--- src/rtl/rand_range_sampler_if.sv ---
// Sample-stream bundle: RNG word input plus the valid/ready sample output.
// The slave modport is the sampler's view; master is the producer/consumer side.
interface rand_range_sampler_if #(
  parameter int WIDTH = 8
) ();
  logic [31:0]      RAND_IN;
  logic             RAND_VALID;
  logic [WIDTH-1:0] OUT_DATA;
  logic             OUT_VALID;
  logic             OUT_READY;

  modport slave (
    input  RAND_IN, RAND_VALID, OUT_READY,
    output OUT_DATA, OUT_VALID
  );

  modport master (
    output RAND_IN, RAND_VALID, OUT_READY,
    input  OUT_DATA, OUT_VALID
  );
endinterface

--- src/rtl/rand_range_sampler.sv ---
// Rejection-samples the low WIDTH bits of an RNG word into [0, RANGE-1], after discarding
// PRIME_DISCARD words post-reset; accepted samples queue in a FIFO, dropping (and counting) on overflow.
module rand_range_sampler #(
  parameter int WIDTH         = 8,
  parameter int RANGE         = 200,
  parameter int FIFO_DEPTH    = 4,
  parameter int PRIME_DISCARD = 3
) (
  input  logic                          CLK,
  input  logic                          RESET,
  rand_range_sampler_if.slave           bus,
  output logic [$clog2(FIFO_DEPTH):0]   LEVEL,
  output logic                          PRIMED,
  output logic [15:0]                   DROP_CNT
);

  localparam int AW = $clog2(FIFO_DEPTH);
  localparam logic [AW:0]   LVL_FULL = (AW+1)'(FIFO_DEPTH);
  localparam logic [AW:0]   LVL_ONE  = 1;
  localparam logic [AW-1:0] PTR_ONE  = 1;
  localparam logic [7:0]    PD_L     = 8'(PRIME_DISCARD);

  typedef enum logic [1:0] {IDLE, PRIME, RUN} state_t;

  // Reset asserts asynchronously everywhere; release is retimed to CLK.
  logic rst_meta_q, rst_sync_q;
  always_ff @(posedge CLK or negedge RESET) begin
    if (!RESET) begin
      rst_meta_q <= 1'b0;
      rst_sync_q <= 1'b0;
    end else begin
      rst_meta_q <= 1'b1;
      rst_sync_q <= rst_meta_q;
    end
  end

  logic rst_n;
  assign rst_n = rst_sync_q;

  state_t     state_q;
  logic [7:0] prime_cnt_q;
  logic       primed_q;

  always_ff @(posedge CLK or negedge rst_n) begin
    if (!rst_n) begin
      state_q     <= IDLE;
      prime_cnt_q <= 8'd0;
      primed_q    <= 1'b0;
    end else if (bus.RAND_VALID) begin
      case (state_q)
        IDLE: begin
          prime_cnt_q <= 8'd1;
          if (PRIME_DISCARD <= 1) begin
            state_q  <= RUN;
            primed_q <= 1'b1;
          end else begin
            state_q <= PRIME;
          end
        end
        PRIME: begin
          prime_cnt_q <= prime_cnt_q + 8'd1;
          if (prime_cnt_q + 8'd1 == PD_L) begin
            state_q  <= RUN;
            primed_q <= 1'b1;
          end
        end
        RUN:     state_q <= RUN;
        default: state_q <= IDLE;
      endcase
    end
  end

  // With no priming, the very first valid word is already a sample.
  logic             sample_en;
  logic [WIDTH-1:0] cand;
  logic             sample_vld;
  logic             unused_rand_bits;

  assign sample_en        = (state_q == RUN) || ((PRIME_DISCARD == 0) && (state_q == IDLE));
  assign cand             = bus.RAND_IN[WIDTH-1:0];
  assign sample_vld       = sample_en && bus.RAND_VALID && (32'(cand) < 32'(RANGE));
  assign unused_rand_bits = ^bus.RAND_IN[31:WIDTH];

  logic [WIDTH-1:0] mem_q [FIFO_DEPTH];
  logic [AW-1:0]    wr_ptr_q, rd_ptr_q;
  logic [AW:0]      level_q, level_d;
  logic [15:0]      drop_q;
  logic             full, pop, do_push, drop;

  always_comb begin
    full    = (level_q == LVL_FULL);
    pop     = (level_q != '0) && bus.OUT_READY;
    do_push = sample_vld && (!full || pop);
    drop    = sample_vld && full && !pop;
    level_d = level_q;
    case ({do_push, pop})
      2'b10:   level_d = level_q + LVL_ONE;
      2'b01:   level_d = level_q - LVL_ONE;
      default: level_d = level_q;
    endcase
  end

  always_ff @(posedge CLK or negedge rst_n) begin
    if (!rst_n) begin
      for (int i = 0; i < FIFO_DEPTH; i++) mem_q[i] <= '0;
      wr_ptr_q <= '0;
      rd_ptr_q <= '0;
      level_q  <= '0;
      drop_q   <= 16'd0;
    end else begin
      if (do_push) begin
        mem_q[wr_ptr_q] <= cand;
        wr_ptr_q        <= wr_ptr_q + PTR_ONE;
      end
      if (pop) rd_ptr_q <= rd_ptr_q + PTR_ONE;
      level_q <= level_d;
      if (drop && (drop_q != 16'hFFFF)) drop_q <= drop_q + 16'd1;
    end
  end

  assign bus.OUT_DATA  = mem_q[rd_ptr_q];
  assign bus.OUT_VALID = (level_q != '0);
  assign LEVEL         = level_q;
  assign PRIMED        = primed_q;
  assign DROP_CNT      = drop_q;

endmodule

--- src/flat_wrapper.sv ---
// flat-port wrapper written by rule: the top's interface ports become plain ports
module rand_range_sampler_flat 
#(
  parameter int WIDTH         = 8,
  parameter int RANGE         = 200,
  parameter int FIFO_DEPTH    = 4,
  parameter int PRIME_DISCARD = 3
)
  (CLK, RESET, LEVEL, PRIMED, DROP_CNT, bus_RAND_IN, bus_RAND_VALID, bus_OUT_READY, bus_OUT_DATA, bus_OUT_VALID);
  rand_range_sampler_if #(.WIDTH(WIDTH)) bus_i ();
  input  logic CLK;
  input  logic RESET;
  output logic [$clog2(FIFO_DEPTH):0] LEVEL;
  output logic PRIMED;
  output logic [15:0] DROP_CNT;
  input wire logic [$bits(bus_i.RAND_IN)-1:0] bus_RAND_IN;
  input wire logic [$bits(bus_i.RAND_VALID)-1:0] bus_RAND_VALID;
  input wire logic [$bits(bus_i.OUT_READY)-1:0] bus_OUT_READY;
  output wire logic [$bits(bus_i.OUT_DATA)-1:0] bus_OUT_DATA;
  output wire logic [$bits(bus_i.OUT_VALID)-1:0] bus_OUT_VALID;
  assign bus_i.RAND_IN = bus_RAND_IN;
  assign bus_i.RAND_VALID = bus_RAND_VALID;
  assign bus_i.OUT_READY = bus_OUT_READY;
  assign bus_OUT_DATA = bus_i.OUT_DATA;
  assign bus_OUT_VALID = bus_i.OUT_VALID;
  rand_range_sampler #(.WIDTH(WIDTH), .RANGE(RANGE), .FIFO_DEPTH(FIFO_DEPTH), .PRIME_DISCARD(PRIME_DISCARD)) u_core (.CLK(CLK), .RESET(RESET), .bus(bus_i), .LEVEL(LEVEL), .PRIMED(PRIMED), .DROP_CNT(DROP_CNT));
endmodule
--- config.mk ---
export PLATFORM = sky130hd
export DESIGN_NAME = rand_range_sampler_flat
export DESIGN_NICKNAME = d
export VERILOG_FILES = /design/src/rtl/rand_range_sampler_if.sv /design/src/rtl/rand_range_sampler.sv /design/src/flat_wrapper.sv
export SDC_FILE = /design/constraint.sdc
export NUM_CORES = 1
export LEC_CHECK = 0
export ABC_AREA = 1
export BUFFER_PORTS_ARGS = -buffer_cell sky130_fd_sc_hd__buf_2
export CAP_MARGIN = 20
export CORE_MARGIN = 2
export CORE_UTILIZATION = 50
export DETAILED_ROUTE_END_ITERATION = 8
export GPL_ROUTABILITY_DRIVEN = 0
export PLACE_DENSITY = 0.76
export SLEW_MARGIN = 5
export SYNTH_ARGS = -nofsm -noshare
export SYNTH_HDL_FRONTEND = slang
export SYNTH_SLANG_ARGS = --single-unit
--- constraint.sdc ---
create_clock -name CLK -period 2.18 [get_ports CLK]
set_clock_uncertainty 0.15 [all_clocks]
set_input_delay 0.109 -clock CLK [delete_from_list [all_inputs] [get_ports CLK]]
set_output_delay 0.109 -clock CLK [all_outputs]
set_load 0.02 [all_outputs]
==> results.sh, run 1 <==
export IMPL_status="finished clean"
export IMPL_clk_latency_ns=0.34
export IMPL_end_kind="flip-flop"
export IMPL_cts_tree="done"
export IMPL_synth_seq_cells=68
export IMPL_drive_above_1_share=0.189
export IMPL_root_buffer="clkbuf_8"
export IMPL_area_growth_pct=18.6
export IMPL_drt_initial_drc_count=212
export IMPL_instances_no_fill=557
export IMPL_max_slew_worst_pin_slew_ns=0.695
export IMPL_hold_ws_ns=0.155
export IMPL_hp_class="in -> reg"
export IMPL_layout_nets=521
export IMPL_ys_seq_area_frac=0.490
export IMPL_io_buffers=40
export IMPL_antenna_left=0
export IMPL_p_int_w=0.00285
export IMPL_dp_hpwl_um=5180
export IMPL_antenna_found_initial=0
export IMPL_syn_area_um2=3470
export IMPL_syn_nets=456
export IMPL_numCtsBuffers=9
export IMPL_post_drt_wl_per_cell_um=13.5
export IMPL_startpoint_type="flip-flop"
export IMPL_first_global_vias=2746
export IMPL_finalHoldViolCount=0
export IMPL_slew_headroom=0.537
export IMPL_finalSetupViolCount=0
export IMPL_fp_dieH_um=87.3
export IMPL_initial_core_util=0.514
export IMPL_synth_top_cell_area_share=0.490
export IMPL_placed_cells=530
export IMPL_wl_um=7530
export IMPL_dieArea_um2=7630
export IMPL_dp_slack_ns=0.0949
export IMPL_finalInstanceArea_um2=4120
export IMPL_finalCritPeriodShare=0.946
export IMPL_grt_pass1_wl_um=12700
export IMPL_switching_power_w=0.00200
export IMPL_antenna_cells=0
export IMPL_fmax_mhz=485
export IMPL_p_sw_frac=0.412
export IMPL_vias_per_cell=5.24
export IMPL_core_um2=6760
export IMPL_grt_usage=0.214
export IMPL_power_w=0.00485
export IMPL_grt_start_max_net_pins=39
export IMPL_yosys_cell_types_count=30
export IMPL_pin_count=65
export IMPL_grt_overflow=0
export IMPL_rsz0062_at_grt="no"
export IMPL_filler_cell_count=603
export IMPL_ir_worst_vdd_v=0.00103
export IMPL_die_w_um=87.3
export IMPL_path_clk_slew_ns=0.07
export IMPL_drv_slew=0
export IMPL_syn_avg_cell_area_um2=8.51
export IMPL_dr_pass1_iters=5
export IMPL_critPathKind="reg -> reg"
export IMPL_maxCapViolations=0
export IMPL_powerDensity_nw_per_um2=1180
export IMPL_setup_slack_ns=0.118
export IMPL_vias=2919
export IMPL_rows=30
export IMPL_critPathArrivalTime_ns=2.13
export IMPL_synth_area_leaders="dfrtp_1 49%, nand2_1 12%, o21ai_0 6.9%, inv_1 4.0%, ha_1 4.0%"
export IMPL_drc=0
export IMPL_cts_buffer_depth=2
export IMPL_power_leakage_nw=2.04
export IMPL_syn_inst=408
export IMPL_placed_area_um2=3820
export IMPL_cp_required_ns=2.25
export IMPL_p_seq_frac=0.407
export IMPL_htreeDepth=3
export IMPL_cp_max_fo=3
export IMPL_power_share_clock=0.187
export IMPL_pwr_share_comb=0.405
export IMPL_period_needed_ns=2.06
export IMPL_synth_top_cell_by_area="dfrtp_1"
export IMPL_yosysWarningCount=0
export IMPL_cts_sinks=68
==> per-layer routing <==
metal,vias up,wire [um],track usage
li1,1446,-,-
met4,0,82,0.0671
met5,-,0,0
met3,10,386,0.0578
met1,1390,3420,0.287
met2,73,3640,0.337
==> critical path: stages (launching register included) <==
cell     delay (ns)
dfrtp_1        0.35
inv_1          0.07
ha_1           0.19
nand2_1        0.07
inv_2          0.05
nand3_4        0.07
ha_1           0.14
inv_1          0.06
fa_1           0.38
a21oi_1        0.14
o21ai_0        0.11
xor2_1         0.15
==> power by group through the flow <==
stage                     Clock [W]  Sequential (W)  Combinational (W)
after floorplan                   0         0.00201            0.00131
after global placement            0         0.00197            0.00187
after detailed placement          0         0.00200            0.00193
after CTS                  0.000935         0.00198            0.00195
after global routing        0.00101         0.00203            0.00221
final                      0.000907         0.00198            0.00197
==> state kept, by name, indices dropped and copies added, names as in the netlist <==
signal	count
u_core.rd_ptr_q	2
u_core.state_q	2
u_core.mem_q	32
u_core.prime_cnt_q	8
u_core.wr_ptr_q	2
u_core.PRIMED	1
u_core.DROP_CNT	16
u_core.rst_n	1
u_core.rst_meta_q	1
u_core.LEVEL	3
==> cells in the mapped netlist, drive strengths merged <==
cell type,n
inv,38
xnor2,5
clkinv,2
nor3,5
o22ai,10
nand2,112
ha,11
and2,1
o21a,8
buf,3
nand3,19
a21oi,4
nand4,4
o21ai,52
xor2,14
clkbuf,4
fa,1
dfrtp,68
o21bai,3
nor2,43
conb,1
==> repair_timing <==
action / in CTS / in global routing
setup endpoints to repair: 0 / 1
gates resized for setup: 0 / 1
setup buffers: 0 / 1
hold buffers: 11 / 0
hold endpoints to repair: 36 / 0
==> final timing paths <==
| path | to | start | cells after the start | slack, ns |
|---|---|---|---|---|
| worst max-delay path | u_core.LEVEL[2]$_DFFE_PN0P_ | u_core.state_q[0]$_DFFE_PN0P_ | 11 | 0.12 |
| worst min-delay path | u_core.rd_ptr_q[0]$_DFFE_PN0P_ | bus_OUT_READY | 5 | 0.15 |
| worst max register to register | u_core.LEVEL[2]$_DFFE_PN0P_ | u_core.state_q[0]$_DFFE_PN0P_ | 11 | 0.12 |
| worst min register to register | u_core.DROP_CNT[6]$_DFFE_PN0P_ | u_core.rst_n$_DFF_PN0_ | 0 | 0.17 |
| max in group asynchronous | u_core.mem_q[2]$_DFFE_PN0P_ | u_core.rst_n$_DFF_PN0_ | 1 | 1.08 |
| min in group asynchronous | u_core.DROP_CNT[6]$_DFFE_PN0P_ | u_core.rst_n$_DFF_PN0_ | 0 | 0.17 |
==> layout by cell type (no fill, tap or decap), types with 5 or more instances in the layout <==
cell | synthesis | routed
ha_1 | 11 | 11
dfrtp_1 | 68 | 65
xnor2_1 | 5 | 5
clkbuf_8 | 0 | 11
buf_4 | 1 | 9
o22ai_1 | 10 | 10
inv_1 | 37 | 37
o21a_1 | 8 | 8
nand2_1 | 109 | 109
nor2_2 | 9 | 8
nor2_1 | 32 | 32
xor2_1 | 14 | 14
o21ai_0 | 48 | 48
nand3_1 | 15 | 15
buf_2 | 0 | 40
dlygate4sd3_1 | 0 | 11
==> cell type report <==
type | instances | area, um^2 | area share
timing repair buffer | 61 | 398 | 0.0966
multi-input combinational | 293 | 1590 | 0.387
clock buffer | 13 | 159 | 0.0386
clock inverter | 2 | 10.0 | 0.00243
sequential | 68 | 1710 | 0.414
tap | 80 | 100 | 0.0243
inverter | 40 | 153 | 0.0371
==> kinds of logic after synthesis <==
| logic type | Yosys count | share of synthesized area |
|---|---|---|
| and+or+nand+nor | 184 | 0.233 |
| buffers and inverters | 47 | 0.0569 |
| other | 1 | 0.00108 |
| DFF | 68 | 0.490 |
| xor gates and xnor gates | 19 | 0.0479 |
| AOI/OAI and AO/OA | 77 | 0.126 |
| adders and majority gates | 12 | 0.0454 |
==> through the flow <==
stage                     utilization  setup TNS, ns
after floorplan                     -         -0.146
after global placement          0.566              0
after detailed placement        0.566              0
after CTS                       0.607              0
after global routing            0.609              0
final                           0.609              0
Note: power is estimated with default switching activity, not from simulation.
==> run 2: changes to the inputs <==
RECOVER_POWER = 50   (was not set)
==> results.sh, run 2 (synthesized netlist as in run 1, its figures left out) <==
export IMPL_status="finished clean"
export IMPL_critPathKind="reg -> reg"
export IMPL_met3_usage=0.0578
export IMPL_dp_hpwl_um=5180
export IMPL_initial_core_util=0.514
export IMPL_rows=30
export IMPL_drive_above_1_share=0.151
export IMPL_drv_slew=0
export IMPL_fin_tns_setup_ns=0
export IMPL_clk_latency_ns=0.34
export IMPL_power_w=0.00483
export IMPL_ff2ff_setup_slack_ns=0.12
export IMPL_grt_start_max_net_pins=39
export IMPL_end_kind="flip-flop"
export IMPL_grt_pass1_wl_um=12700
export IMPL_power_share_clock=0.188
export IMPL_powerDensity_nw_per_um2=1180
export IMPL_busiest_layer="met2"
export IMPL_cp_required_ns=2.25
export IMPL_filler_cell_count=612
export IMPL_ir_worst_vdd_v=0.00102
export IMPL_fp_dieH_um=87.3
export IMPL_crit_start="u_core.state_q[0]$_DFFE_PN0P_"
export IMPL_rsz0062_at_grt="no"
export IMPL_largest_register="u_core.mem_q"
export IMPL_multi_input_area_um2=1590
export IMPL_critPathArrivalTime_ns=2.13
export IMPL_r2r_end="u_core.LEVEL[2]$_DFFE_PN0P_"
export IMPL_vias=2909
export IMPL_cts_tree="done"
export IMPL_final_cell_mix="109 x nand2_1, 67 x dfrtp_1, 48 x o21ai_0"
export IMPL_seq_area_um2=1700
export IMPL_dieArea_um2=7630
export IMPL_drt_initial_drc_count=191
export IMPL_die_w_um=87.3
export IMPL_dr_pass1_iters=4
export IMPL_antenna_cells=0
export IMPL_p_int_w=0.00284
export IMPL_grt_overflow=0
export IMPL_drc=0
export IMPL_path_clk_slew_ns=0.07
export IMPL_holdPathStages=5
export IMPL_antenna_found_initial=0
export IMPL_largest_reg_flops=32
export IMPL_fmax_mhz=485
export IMPL_core_um2=6760
export IMPL_area_growth_pct=17.9
export IMPL_root_buffer="clkbuf_8"
export IMPL_cp_max_fo=3
export IMPL_p_seq_frac=0.408
export IMPL_io_buffers=40
export IMPL_numCtsBuffers=9
export IMPL_finalCritPeriodShare=0.946
export IMPL_use_met1=0.287
export IMPL_r2r_start="u_core.state_q[0]$_DFFE_PN0P_"
export IMPL_vias_per_cell=5.22
export IMPL_hp_class="in -> reg"
export IMPL_layout_nets=521
export IMPL_cts_buffer_depth=2
export IMPL_endpoint="u_core.LEVEL[2]$_DFFE_PN0P_"
export IMPL_grt_usage=0.214
export IMPL_switching_power_w=0.00200
export IMPL_pwr_share_comb=0.404
export IMPL_htreeDepth=3
export IMPL_cts_sinks=68
export IMPL_final_common_cell="nand2_1"
export IMPL_grt_met2_usage=0.337
export IMPL_max_slew_worst_pin_slew_ns=1.30
export IMPL_antenna_left=0
export IMPL_slew_headroom=0.134
export IMPL_first_global_vias=2746
export IMPL_period_needed_ns=2.06
export IMPL_pin_count=65
export IMPL_worstRegToRegCells=11
export IMPL_maxCapViolations=0
export IMPL_p_sw_frac=0.413
export IMPL_power_leakage_nw=1.99
export IMPL_finalSetupViolCount=0
export IMPL_startpoint_type="flip-flop"
export IMPL_finalHoldViolCount=0
export IMPL_wl_um=7540
export IMPL_post_drt_wl_per_cell_um=13.5
==> run 2: cell types whose count changed in the layout (fill, tap and decap cells not counted) <==
cell,before,now
buf_2,40,24
clkbuf_1,2,18
dfrtp_1,65,67
dfrtp_2,3,1
==> run 2: final cells by class <==
cell class | count | area share
timing repair buffer | 61 | 0.0923
sequential | 68 | 0.416
tap | 80 | 0.0244
clock inverter | 2 | 0.00244
multi-input combinational | 293 | 0.389
clock buffer | 13 | 0.0388
inverter | 40 | 0.0373
==> run 2: what timing repair did <==
item	in CTS	in global routing
resized for setup	0	1
hold endpoints to repair	36	0
setup buffers	0	1
endpoints found under the setup margin	0	1
hold buffers	11	0
==> run 2: how the worst min path moves through the flow <==
| stage | start | endpoint | slack, ns |
|---|---|---|---|
| final | bus_OUT_READY | u_core.rd_ptr_q[0]$_DFFE_PN0P_ | 0.15 |
| after global routing | bus_OUT_READY | u_core.rd_ptr_q[0]$_DFFE_PN0P_ | 0.19 |
| after CTS | bus_OUT_READY | u_core.rd_ptr_q[0]$_DFFE_PN0P_ | 0.13 |
| after detailed placement | RESET | u_core.rst_meta_q$_DFF_PN0_ | -0.25 |
| after global placement | RESET | u_core.rst_meta_q$_DFF_PN0_ | -0.25 |
| after floorplan | RESET | u_core.rst_meta_q$_DFF_PN0_ | -0.34 |
==> run 2: routing by layer <==
layer / part of all wire / vias to the layer above
li1: - / 1443
met3: 0.044 / 5
met1: 0.46 / 1394
met2: 0.49 / 67
met5: 0 / -
met4: 0.0081 / 0
==> run 2: power by group through the flow <==
stage / Clock [W] / Combinational, W / Sequential (W)
after floorplan: 0 / 0.00131 / 0.00201
after global placement: 0 / 0.00187 / 0.00197
after detailed placement: 0 / 0.00193 / 0.00200
after CTS: 0.000935 / 0.00195 / 0.00198
after global routing: 0.00101 / 0.00220 / 0.00202
final: 0.000907 / 0.00195 / 0.00197
==> run 2: critical path: stages, from the launching register on <==
cell     delay, ns
dfrtp_1       0.35
inv_1         0.07
ha_1          0.19
nand2_1       0.07
inv_2         0.05
nand3_4       0.07
ha_1          0.14
inv_1         0.06
fa_1          0.38
a21oi_1       0.14
o21ai_0       0.11
xor2_1        0.15
==> run 2: stage by stage <==
step | area, um^2 | setup slack [ns] | instances | hold slack, ns | util
2_1_floorplan | 3490 | -0.146 | 408 | -0.337 | -
3_3_place_gp | 3820 | 0.161 | 530 | -0.254 | 0.566
3_5_place_dp | 3820 | 0.0949 | 530 | -0.254 | 0.566
4_1_cts | 4100 | 0.0627 | 556 | 0.131 | 0.607
5_1_grt | 4100 | 0.00202 | 557 | 0.191 | 0.606
6_report | 4100 | 0.118 | 557 | 0.154 | 0.606
==> run 3: changes to the inputs <==
CORE_UTILIZATION = 52   (was 50)
CTS_BUF_LIST = sky130_fd_sc_hd__clkbuf_4 sky130_fd_sc_hd__clkbuf_8   (was not set)
PLACE_DENSITY = 0.78   (was 0.76)
RECOVER_POWER = 100   (was 50)
==> results.sh, run 3 (synthesized netlist as in run 1, its figures left out) <==
export IMPL_placed_cells=526
export IMPL_cts_buffer_depth=2
export IMPL_largest_register="u_core.mem_q"
export IMPL_finalHoldViolCount=0
export IMPL_final_cell_mix="109 x nand2_1, 66 x dfrtp_1, 48 x o21ai_0"
export IMPL_maxCapViolations=0
export IMPL_hp_class="in -> reg"
export IMPL_critPathKind="reg -> reg"
export IMPL_dr_pass1_iters=4
export IMPL_end_kind="flip-flop"
export IMPL_antenna_cells=0
export IMPL_cts_tree="done"
export IMPL_dp_hpwl_um=5080
export IMPL_finalInstanceArea_um2=4070
export IMPL_drc=0
export IMPL_wl_um=7390
export IMPL_largest_reg_flops=32
export IMPL_antenna_found_initial=0
export IMPL_numCtsBuffers=9
export IMPL_clk_latency_ns=0.34
export IMPL_dp_slack_ns=0.0671
export IMPL_finalCritPeriodShare=0.945
export IMPL_cp_max_fo=3
export IMPL_layout_nets=520
export IMPL_cts_sinks=68
export IMPL_drt_initial_drc_count=153
export IMPL_vias_per_cell=5.16
export IMPL_cp_required_ns=2.26
export IMPL_grt_pass1_wl_um=12600
export IMPL_root_buffer="clkbuf_8"
export IMPL_post_drt_wl_per_cell_um=13.3
export IMPL_power_leakage_nw=1.94
export IMPL_first_global_vias=2737
export IMPL_max_slew_worst_pin_slew_ns=0.859
export IMPL_grt_usage=0.219
export IMPL_status="finished clean"
export IMPL_final_common_cell="nand2_1"
export IMPL_period_needed_ns=2.06
export IMPL_drive_above_1_share=0.115
export IMPL_finalSetupViolCount=0
export IMPL_dieArea_um2=7350
export IMPL_final_util=0.637
export IMPL_pin_count=65
export IMPL_drv_slew=0
export IMPL_rows=29
export IMPL_vias=2860
export IMPL_filler_cell_count=554
export IMPL_die_w_um=85.7
export IMPL_startpoint_type="flip-flop"
export IMPL_multi_input_area_um2=1570
export IMPL_htreeDepth=3
export IMPL_initial_core_util=0.544
export IMPL_setup_slack_ns=0.120
export IMPL_fp_dieH_um=85.7
export IMPL_powerDensity_nw_per_um2=1220
export IMPL_ir_worst_vdd_v=0.000793
export IMPL_grt_overflow=0
export IMPL_holdPathStages=6
export IMPL_area_growth_pct=17.1
export IMPL_core_um2=6390
export IMPL_antenna_left=0
export IMPL_seq_area_um2=1700
export IMPL_grt_start_max_net_pins=36
export IMPL_fmax_mhz=485
export IMPL_critPathArrivalTime_ns=2.14
export IMPL_path_clk_slew_ns=0.07
export IMPL_io_buffers=40
export IMPL_placed_area_um2=3800
export IMPL_slew_headroom=0.427
export IMPL_instances_no_fill=554
export IMPL_worstRegToRegCells=11
==> run 3: changes by cell type in the layout (fill, tap and decap cells not counted), sizes merged <==
cell and delta:
clkbuf +21, buf -20, clkinv -2, bufinv +1
==> run 3: worst max-delay path, stage by stage (launching register included) <==
cell and delay (ns):
dfrtp_1 0.34, inv_1 0.06, ha_1 0.19, nand2_1 0.08
inv_2 0.06, nand3_4 0.07, ha_1 0.14, inv_1 0.08
fa_2 0.37, a21oi_2 0.14, o21ai_0 0.10, xor2_1 0.15
==> run 3: path summary, 6_finish.rpt <==
path                                                       end  slack (ns)                          start
worst max register to register     u_core.LEVEL[2]$_DFFE_PN0P_        0.12  u_core.state_q[0]$_DFFE_PN0P_
min in group asynchronous          u_core.LEVEL[2]$_DFFE_PN0P_        0.28         u_core.rst_n$_DFF_PN0_
worst max-delay path               u_core.LEVEL[2]$_DFFE_PN0P_        0.12  u_core.state_q[0]$_DFFE_PN0P_
worst min register to register          u_core.rst_n$_DFF_PN0_        0.20    u_core.rst_meta_q$_DFF_PN0_
max in group asynchronous         u_core.mem_q[11]$_DFFE_PN0P_        1.01         u_core.rst_n$_DFF_PN0_
worst min-delay path            u_core.DROP_CNT[9]$_DFFE_PN0P_        0.08                  bus_OUT_READY
==> run 3: final cells by class <==
type                            count  share of cell area
Inverter                           40              0.0375
Clock inverter                      1             0.00739
Multi-Input combinational cell    293               0.387
Sequential cell                    68               0.419
Timing Repair Buffer               60              0.0803
Tap cell                           77              0.0237
Clock buffer                       15              0.0446
==> run 3: metrics by stage <==
step                hold slack [ns]  power (W)  TNS, ns
floorplan                    -0.337    0.00331   -0.146
global placement             -0.255    0.00381        0
finish                       0.0821    0.00496        0
detailed placement           -0.254    0.00390        0
CTS                          0.0717    0.00503        0
global route                 0.0999    0.00536  -0.0157
==> run 3: report_power, final <==
group	internal [W]	total, W	switching [W]
combinational	0.000648	0.00190	0.00126
clock	0.000643	0.00109	0.000451
sequential	0.00167	0.00196	0.000290
total	0.00297	0.00496	0.00200
==> run 3: routing by layer <==
layer	global-route usage	share of wire
met3	0.0395	0.047
met1	0.306	0.46
met5	0	0
met2	0.335	0.48
met4	0.101	0.019
==> run 3: repair_timing <==
action / 4_1_cts / 5_1_grt
buffers inserted: 0 / 1
gates resized for setup: 0 / 3
hold buffers: 11 / 0
endpoints found under the hold margin: 36 / 0
endpoints found under the setup margin: 0 / 1
